<file path="config.mk">
export PLATFORM = sky130hd
export DESIGN_NAME = router_sync_ctrl
export DESIGN_NICKNAME = d
export VERILOG_FILES = /design/src/rtl/router_sync_ctrl.sv
export SDC_FILE = /design/constraint.sdc
export NUM_CORES = 1
export LEC_CHECK = 0
export ABC_AREA = 1
export CAP_MARGIN = 10
export CELL_PAD_IN_SITES_DETAIL_PLACEMENT = 1
export CELL_PAD_IN_SITES_GLOBAL_PLACEMENT = 2
export CORE_ASPECT_RATIO = 0.7
export CORE_UTILIZATION = 29
export DETAILED_ROUTE_END_ITERATION = 6
export GPL_ROUTABILITY_DRIVEN = 0
export HOLD_SLACK_MARGIN = 0.02
export PLACE_DENSITY_LB_ADDON = 0.1
export SYNTH_ARGS = -nofsm -noshare
export SYNTH_HDL_FRONTEND = slang
export SYNTH_SLANG_ARGS = --single-unit
</file>
<file path="constraint.sdc">
create_clock -name clock -period 2.9 [get_ports clock]
set_input_delay 0.58 -clock clock [delete_from_list [all_inputs] [get_ports clock]]
set_output_delay 0.58 -clock clock [all_outputs]
set_load 0.05 [all_outputs]
</file>
<file path="src/rtl/router_sync_ctrl.sv">
// router_sync_ctrl
//
// Address-latch, write-steering and idle-timeout controller that sits
// between the router FSM and the three output FIFOs of a 1x3 router.
//
// - Latches the 2-bit destination address while the FSM is in address decode.
// - Steers the FSM's single write enable to the addressed FIFO.
// - Returns the addressed FIFO's full flag to the FSM.
// - Reports per-port valid as the inverse of each FIFO's empty flag.
// - Runs one idle timer per port. A port that holds data and is not read for
//   TIMEOUT consecutive cycles receives a one-cycle soft_reset pulse.
//
// Parameters
//   TIMEOUT : idle cycles (valid data, no read) before a soft reset; 2..2**CNT_W
//   CNT_W   : width of each per-port timeout counter
//
// Ports
//   clock                    : single clock, rising edge
//   reset                    : asynchronous, active-high; clears all state
//   detect_add               : FSM is in address decode; enables address capture
//   data_in[1:0]             : address field of the header byte
//   write_enb_reg            : FSM write request for the current packet
//   read_enb_0..2            : destination read strobes
//   empty_0..2, full_0..2    : FIFO status flags
//   write_enb[2:0]           : one-hot FIFO write enables (combinational)
//   fifo_full                : full flag of the addressed FIFO (combinational)
//   vld_out_0..2             : port has data (combinational)
//   soft_reset_0..2          : registered one-cycle timeout pulses
//
// Optional feature, macro ROUTER_SYNC_STICKY_EN:
//   clr_timeout              : clears the sticky timeout flags
//   timeout_flag[2:0]        : bit n sets when soft_reset_n is raised and holds
//                              until cleared; a set wins over a same-edge clear

module router_sync_ctrl #(
  parameter int TIMEOUT = 30,
  parameter int CNT_W   = 5
) (
  input  logic       clock,
  input  logic       reset,
  input  logic       detect_add,
  input  logic [1:0] data_in,
  input  logic       write_enb_reg,
  input  logic       read_enb_0,
  input  logic       read_enb_1,
  input  logic       read_enb_2,
  input  logic       empty_0,
  input  logic       empty_1,
  input  logic       empty_2,
  input  logic       full_0,
  input  logic       full_1,
  input  logic       full_2,
`ifdef ROUTER_SYNC_STICKY_EN
  input  logic       clr_timeout,
  output logic [2:0] timeout_flag,
`endif
  output logic [2:0] write_enb,
  output logic       fifo_full,
  output logic       vld_out_0,
  output logic       vld_out_1,
  output logic       vld_out_2,
  output logic       soft_reset_0,
  output logic       soft_reset_1,
  output logic       soft_reset_2
);

  localparam logic [CNT_W-1:0] CNT_LAST = CNT_W'(TIMEOUT - 1);

  logic [1:0]       addr_p1;
  logic [CNT_W-1:0] cnt_p1  [3];
  logic [CNT_W-1:0] cnt_nxt [3];
  logic [2:0]       sr_p1;
  logic [2:0]       sr_nxt;
  logic [2:0]       vld;
  logic [2:0]       rd;

  // One timer step: returns {pulse, next_count}. The counter restarts on any
  // read or when the port has nothing to read, and folds back to zero on the
  // cycle it fires, so it never exceeds TIMEOUT-1.
  function automatic logic [CNT_W:0] timer_step(input logic             v,
                                                input logic             r,
                                                input logic [CNT_W-1:0] cnt);
    if (!v || r) begin
      return '0;
    end else if (cnt == CNT_LAST) begin
      return {1'b1, {CNT_W{1'b0}}};
    end else begin
      return {1'b0, cnt + CNT_W'(1)};
    end
  endfunction

  assign vld = ~{empty_2, empty_1, empty_0};
  assign rd  = {read_enb_2, read_enb_1, read_enb_0};

  assign vld_out_0 = vld[0];
  assign vld_out_1 = vld[1];
  assign vld_out_2 = vld[2];

  // Stage p0 -> p1: address capture; the last cycle with detect_add high wins.
  always_ff @(posedge clock or posedge reset) begin
    if (reset) begin
      addr_p1 <= 2'b00;
    end else if (detect_add) begin
      addr_p1 <= data_in;
    end
  end

  // Address 3 is not a port: no write enable and no full flag.
  always_comb begin
    write_enb = 3'b000;
    fifo_full = 1'b0;
    case (addr_p1)
      2'd0: begin
        write_enb = {2'b00, write_enb_reg};
        fifo_full = full_0;
      end
      2'd1: begin
        write_enb = {1'b0, write_enb_reg, 1'b0};
        fifo_full = full_1;
      end
      2'd2: begin
        write_enb = {write_enb_reg, 2'b00};
        fifo_full = full_2;
      end
      default: begin
        write_enb = 3'b000;
        fifo_full = 1'b0;
      end
    endcase
  end

  always_comb begin
    sr_nxt = 3'b000;
    for (int p = 0; p < 3; p++) begin
      cnt_nxt[p] = '0;
      {sr_nxt[p], cnt_nxt[p]} = timer_step(vld[p], rd[p], cnt_p1[p]);
    end
  end

  // Stage p0 -> p1: per-port idle timers and registered timeout pulses.
  always_ff @(posedge clock or posedge reset) begin
    if (reset) begin
      for (int p = 0; p < 3; p++) begin
        cnt_p1[p] <= '0;
      end
      sr_p1 <= 3'b000;
    end else begin
      for (int p = 0; p < 3; p++) begin
        cnt_p1[p] <= cnt_nxt[p];
      end
      sr_p1 <= sr_nxt;
    end
  end

  assign soft_reset_0 = sr_p1[0];
  assign soft_reset_1 = sr_p1[1];
  assign soft_reset_2 = sr_p1[2];

`ifdef ROUTER_SYNC_STICKY_EN
  logic [2:0] flag_p1;

  // Stage p0 -> p1: sticky flags; a new pulse overrides a same-edge clear.
  always_ff @(posedge clock or posedge reset) begin
    if (reset) begin
      flag_p1 <= 3'b000;
    end else begin
      flag_p1 <= sr_nxt | (flag_p1 & {3{~clr_timeout}});
    end
  end

  assign timeout_flag = flag_p1;
`endif

endmodule
</file>
==> impl_metrics.sql <==
INSERT INTO impl_metrics (metric_group, metric, value, unit) VALUES
('placed_design', 'numPlacedInstances', '191', ''),
('yosys', 'syn_nets', '141', ''),
('die', 'io-pin-count', '25', ''),
('route', 'routed-via-count', '820', ''),
('timing', 'clock_skew', '0.798', 'ps'),
('grt', 'grt_pass1_vias', '889', ''),
('timing', 'setup_viol_count_final', '0', ''),
('clock_network', 'buffer_type_at_the_clock_tree_root', 'sky130_fd_sc_hd__clkbuf_8', ''),
('cells_and_area', 'finalNonFillerCells', '194', ''),
('clock_network', 'clock_sinks', '20', ''),
('clock_network', 'cts_inserted_buffers', '3', ''),
('yosys', 'top_count_cell_post_synth', 'sky130_fd_sc_hd__nand2_1', ''),
('timing', 'max_freq', '0.404', 'GHz'),
('route', 'drt-vias-per-instance', '4.23', ''),
('timing', 'slew_headroom', '0.488', ''),
('yosys', 'ys_seq_area_frac', '0.501', ''),
('die', 'die_area', '3690', 'sq um'),
('yosys', 'synth_warnings', '0', ''),
('timing', 'rsz0062_at_grt', 'no', ''),
('worst_setup_path', 'timing.setup.critical_path_class', 'input port to primary output', ''),
('worst_hold_path', 'hold_path.class', 'flip-flop to flip-flop', ''),
('worst_setup_path', 'crit_path_start_kind', 'input port', ''),
('cells_and_area', 'area_growth_synth_to_finish', '33.0', '%'),
('timing', 'final-hold-violation-count', '0', ''),
('die', 'floorplan.core_area', '3210', 'sq um'),
('worst_setup_path', 'crit_required', '2320', 'ps'),
('worst_setup_path', 'critical_path_arrival', '1890', 'ps'),
('placed_design', 'hpwl', '1640', 'um'),
('clock_network', 'tritoncts_clock_tree', 'yes', ''),
('route', 'drt-pass1-iter-count', '4', ''),
('grt', 'grtUsageMet1', '0.180', ''),
('clock_network', 'h-tree-depth', '1', ''),
('power', 'power.leakage', '0.662', 'nW'),
('yosys', 'synth_seq_cells', '20', ''),
('yosys', 'netlist_area', '1000', 'sq um'),
('cells_and_area', 'fin_util', '0.414', ''),
('clock_network', 'hold_fix_buffers_cts', '0', ''),
('worst_setup_path', 'type_of_destination_of_the_critical_path', 'primary output', ''),
('run_status', 'run_status', 'finished, final reports clean', ''),
('grt', 'grt_remaining_overflow', '0', ''),
('yosys', 'synth.top_cells.by_count', 'sky130_fd_sc_hd__nand2_1 (24), sky130_fd_sc_hd__inv_1 (22), sky130_fd_sc_hd__dfrtp_1 (20)', ''),
('timing', 'hold_ws', '502', 'ps'),
('cells_and_area', 'drive_above_1_share', '0.0952', ''),
('route', 'detail_route.wl_per_cell', '10.7', 'um'),
('route', 'route.detailed.drc', '0', ''),
('timing', 'worstMarginPinSlew', '767', 'ps'),
('clock_network', 'clock_insertion_delay_worst_skew', '250', 'ps'),
('cells_and_area', 'final.fill_count', '388', ''),
('die', 'fp.dieW', '72.2', 'um'),
('yosys', 'yosys-top-cells-area', 'sky130_fd_sc_hd__dfrtp_1 (50%), sky130_fd_sc_hd__nand2_1 (9.0%), sky130_fd_sc_hd__inv_1 (8.3%)', ''),
('die', 'initial_utilization', '0.311', ''),
('yosys', 'synth_async_sr_flop_share', '1.00', ''),
('grt', 'grt_antenna_before_repair', '0', ''),
('worst_setup_path', 'critical_path_peak_fanout', '3', ''),
('die', 'placement_rows', '17', ''),
('yosys', 'ys.flop_type', 'sky130_fd_sc_hd__dfrtp_1', ''),
('route', 'detail_route.wirelength', '2080', 'um'),
('die', 'die_h', '51.1', 'um'),
('cells_and_area', 'multi_input_comb_area', '413', 'sq um'),
('run', 'max-cap-violations', '0', ''),
('cells_and_area', 'n_antenna_cell', '0', ''),
('yosys', 'syn-instance-count', '120', ''),
('timing', 'final-max-slew-violation-count', '0', ''),
('placed_design', 'portBuffers', '24', ''),
('clock_network', 'buffer_levels_on_the_longest_clock_path', '2', ''),
('timing', 'timing.final.crit_period', '2470', 'ps'),
('grt', 'grt_use_total', '0.137', ''),
('timing', 'layout_worst_path_cycle_share', '0.853', ''),
('yosys', 'synth.largest_area_cell', 'sky130_fd_sc_hd__dfrtp_1', ''),
('timing', 'totalNegativeSetupSlack', '0', 'ps'),
('cells_and_area', 'design.final.nets', '170', '');
## metal layers
metal	share of wire	vias up
met1	0.50	380
li1	-	419
met3	0.051	2
met4	0.0067	0
met5	0	-
met2	0.44	19
## worst max-delay path, stage by stage
cell and delay [ps]:
sky130_fd_sc_hd__clkdlybuf4s50_1 450, sky130_fd_sc_hd__inv_1 70, sky130_fd_sc_hd__clkdlybuf4s50_1 790
## layout make-up
cell class,count,area share
clock buffer,3,0.0310
inverter,23,0.0649
multi-input combinational,77,0.310
sequential,20,0.376
tap,47,0.0442
timing repair buffer,24,0.173
## final timing paths
check	startpoint	end	cells after the start
min in group asynchronous	reset	cnt_p1[7]$_DFF_PP0_	2
max in group asynchronous	reset	cnt_p1[10]$_DFF_PP0_	2
worst max register to register	cnt_p1[0]$_DFF_PP0_	cnt_p1[0]$_DFF_PP0_	6
worst min register to register	cnt_p1[10]$_DFF_PP0_	cnt_p1[10]$_DFF_PP0_	1
worst min-delay path	cnt_p1[10]$_DFF_PP0_	cnt_p1[10]$_DFF_PP0_	1
worst max-delay path	empty_0	vld_out_0	3
## registers in the layout, indices dropped and copies added (netlist names)
| name | count |
|---|---|
| addr_p1 | 2 |
| cnt_p1 | 15 |
| sr_p1 | 3 |
## cells in the final DEF, fill, tap and decap left out, drive strengths merged
cell type,synthesis,layout
buf,0,4
dfrtp,20,20
ha,6,6
nand4,1,1
inv,23,23
clkdlybuf4s50,0,20
nor3,6,6
xnor2,3,3
nand2,26,26
o21ai,2,2
nor2,20,20
clkbuf,0,3
nand3,13,13
## through the flow
step | setup slack (ps) | cell area (sq um)
2_1_floorplan | 654 | 1000
3_3_place_gp | 435 | 1290
3_5_place_dp | 419 | 1290
4_1_cts | 420 | 1330
5_1_grt | 367 | 1330
6_report | 427 | 1330
## cell families after synthesis
| group | count (synthesis) | share of synthesized area |
|---|---|---|
| and+or+nand+nor | 66 | 0.302 |
| buffers and inverters | 23 | 0.0864 |
| DFF | 20 | 0.501 |
| adders and majority gates | 6 | 0.0751 |
| xor gates and xnor gates | 3 | 0.0263 |
| AOI/OAI and AO/OA | 2 | 0.0100 |
## report_power, final
part / internal, W / switching [W] / total (W) / leakage (nW)
Sequential: 0.000285 / 0.00000699 / 0.000292 / 0.273
Clock: 0.0000925 / 0.0000896 / 0.000182 / 0.0216
Combinational: 0.0000347 / 0.0000520 / 0.0000868 / 0.368
Total: 0.000412 / 0.000149 / 0.000561 / 0.662
Power figures use the tool's default switching activity.
==> edit, RTL diff (config.mk and constraints unchanged) <==
The option `ROUTER_SYNC_STICKY_EN` is turned on by a define.
--- a/src/rtl/router_sync_ctrl.sv
+++ b/src/rtl/router_sync_ctrl.sv
@@ -33,2 +33,4 @@
 //                              until cleared; a set wins over a same-edge clear
+
+`define ROUTER_SYNC_STICKY_EN
 
Interface: changed (added clr_timeout and timeout_flag); port bits go from 25 to 29. No check against the original RTL was run, so the function may have changed too.
==> edit against the unedited design <==
Cell area is 14% higher; worst hold slack got worse by 13 ps; synthesized area rose by 13%; clock power up 8%; wire length increased by 11%; sequential cell count rose by 3; via count increased by 9.8%; combinational power is 6.9% higher; sequential power increased by 14%; power is 11% higher; core utilization is 0.41 points higher; setup slack improved by 36 ps.
==> edit: results (changes against the unedited design) <==
set qor(run_status) {finished, final reports clean}
set qor(worst_skew_pair.late_latency_ps) 260
set qor(critPathMaxFanout) 2 ;# -1
set qor(final_nets) 183 ;# +7.6%
set qor(start_kind) {input port}
set qor(grt_pass1_wl_mm) 3.89 ;# +1.1%
set qor(ys_async_sr_fraction_pct) 100 ;# unchanged
set qor(layout.cells.non_filler) 210 ;# +8.2%
set qor(largest-register) {cnt_p1}
set qor(numPortBuffers) 28 ;# +17%
set qor(hpwlAfterDp_mm) 1.85 ;# +13%
set qor(cts_inserted_buffers) 3 ;# unchanged
set qor(grt_start_max_net_pins) 24 ;# +14%
set qor(antenna_found_initial) 0 ;# unchanged
set qor(grt.total_usage_pct) 12.4 ;# -1.3 points
set qor(vias) 900 ;# +9.8%
set qor(hold_path.class) {register to register}
set qor(critical-path-slowest-cell) {clkdlybuf4s50_1}
set qor(post-cts-setup-buffers) 0 ;# unchanged
set qor(relSlewSlack_pct) 66.0 ;# +17 points
set qor(num_antenna_cells) 0 ;# unchanged
set qor(synthTopCellsByArea) {dfrtp_1 51%, inv_1 7.3%, ha_1 6.6%, nor2_1 6.6%, nand2_1 6.3%}
set qor(power.ir.vdd_worst_mv) 0.151 ;# +22%
set qor(synth_cell_types) 17 ;# +1
set qor(ys_seq_area_share_pct) 50.9 ;# +0.82 points
set qor(cts-htree-levels) 1 ;# unchanged
set qor(grt_pass1_vias) 889 ;# unchanged
set qor(drt_pre_antenna_iters) 4 ;# unchanged
set qor(avgSynthCellArea_um2) 8.91 ;# +6.9%
set qor(max-clock-path-buffers) 2 ;# unchanged
set qor(synth_common_cells) {23 x dfrtp_1, 22 x inv_1, 20 x nor2_1, 19 x nand2_1, 11 x nand3_1}
set qor(clock_tree.root_cell) {clkbuf_8}
set qor(placedCellCount) 206 ;# +7.9%
set qor(synth_fp_nets) 149 ;# +5.7%
set qor(power.leakage_uw) 0.000715 ;# +8.0%
set qor(final.setup_skew_ps) 0.778 ;# -0.0206 ps
set qor(finalWirelength_mm) 2.30 ;# +11%
set qor(max_ffs_per_register) 15 ;# unchanged
set qor(max_stage_delay_ps) 790 ;# about the same
set qor(post_cts_resized) 0 ;# unchanged
set qor(drt_first_iter_violations) 45 ;# +34
set qor(arrival_time_reported_for_the_critical_path_endpoint_ps) 1860 ;# -30 ps
set qor(layout-drive-gt1-share_pct) 13.8 ;# +4.2 points
[edit: cell types whose count changed after synthesis, moves of 2 or more]
cell / change
nand3_4: +2
nand2_1: -5
nand2_2: +3
nor3_2: -2
o21ai_2: +2
dfrtp_1: +3
[edit: report_power, final]
part	switching [uW]	leakage, uW	total (uW)	internal [uW]
Combinational	55.0	0.000378	92.8	37.7
Sequential	7.38	0.000314	334	327
Clock	97.7	0.0000228	196	97.9
[edit: final timing paths]
kind,start,slack (ps),cells after the start,endpoint
max reg2reg,cnt_p1[10],1780,6,cnt_p1[14]
min,timeout_flag[2],490,2,timeout_flag[2]
max in group asynchronous,reset,1970,3,cnt_p1[11]
max,empty_0,460,3,vld_out_0
min in group asynchronous,reset,690,3,cnt_p1[2]
min reg2reg,timeout_flag[2],490,2,timeout_flag[2]
[edit: through the flow]
| stage | instance area [um^2] | util, % | setup WS, ps |
|---|---|---|---|
| final | 1520 | 41.8 | 463 |
| after global routing | 1520 | 41.8 | 417 |
| after CTS | 1520 | 41.8 | 450 |
| after detailed placement | 1470 | 40.6 | 453 |
| after global placement | 1470 | 40.6 | 476 |
| after floorplan | 1130 | - | 654 |
[edit: cell families after synthesis]
group           after synthesis  share of synthesized area [%]
flops                        23                           50.9
fa+ha+maj                     6                           6.64
xor+xnor                      3                           2.32
simple gates                 65                           28.6
buf+inv                      24                           7.96
compound gates                6                           3.54
[edit: area by class of cell]
class | instances | area, um^2
Tap cell | 50 | 62.6
Timing Repair Buffer | 29 | 278
Clock buffer | 4 | 45.0
Fill cell | 438 | 2110
Inverter | 24 | 90.1
Sequential cell | 23 | 576
Multi-Input combinational cell | 80 | 465
[edit: metal layers]
metal,global-route usage (%),share of wire [%]
met1,15.0,50
met2,21.9,44
met3,3.83,5.2
met4,3.85,0.61
met5,0,0
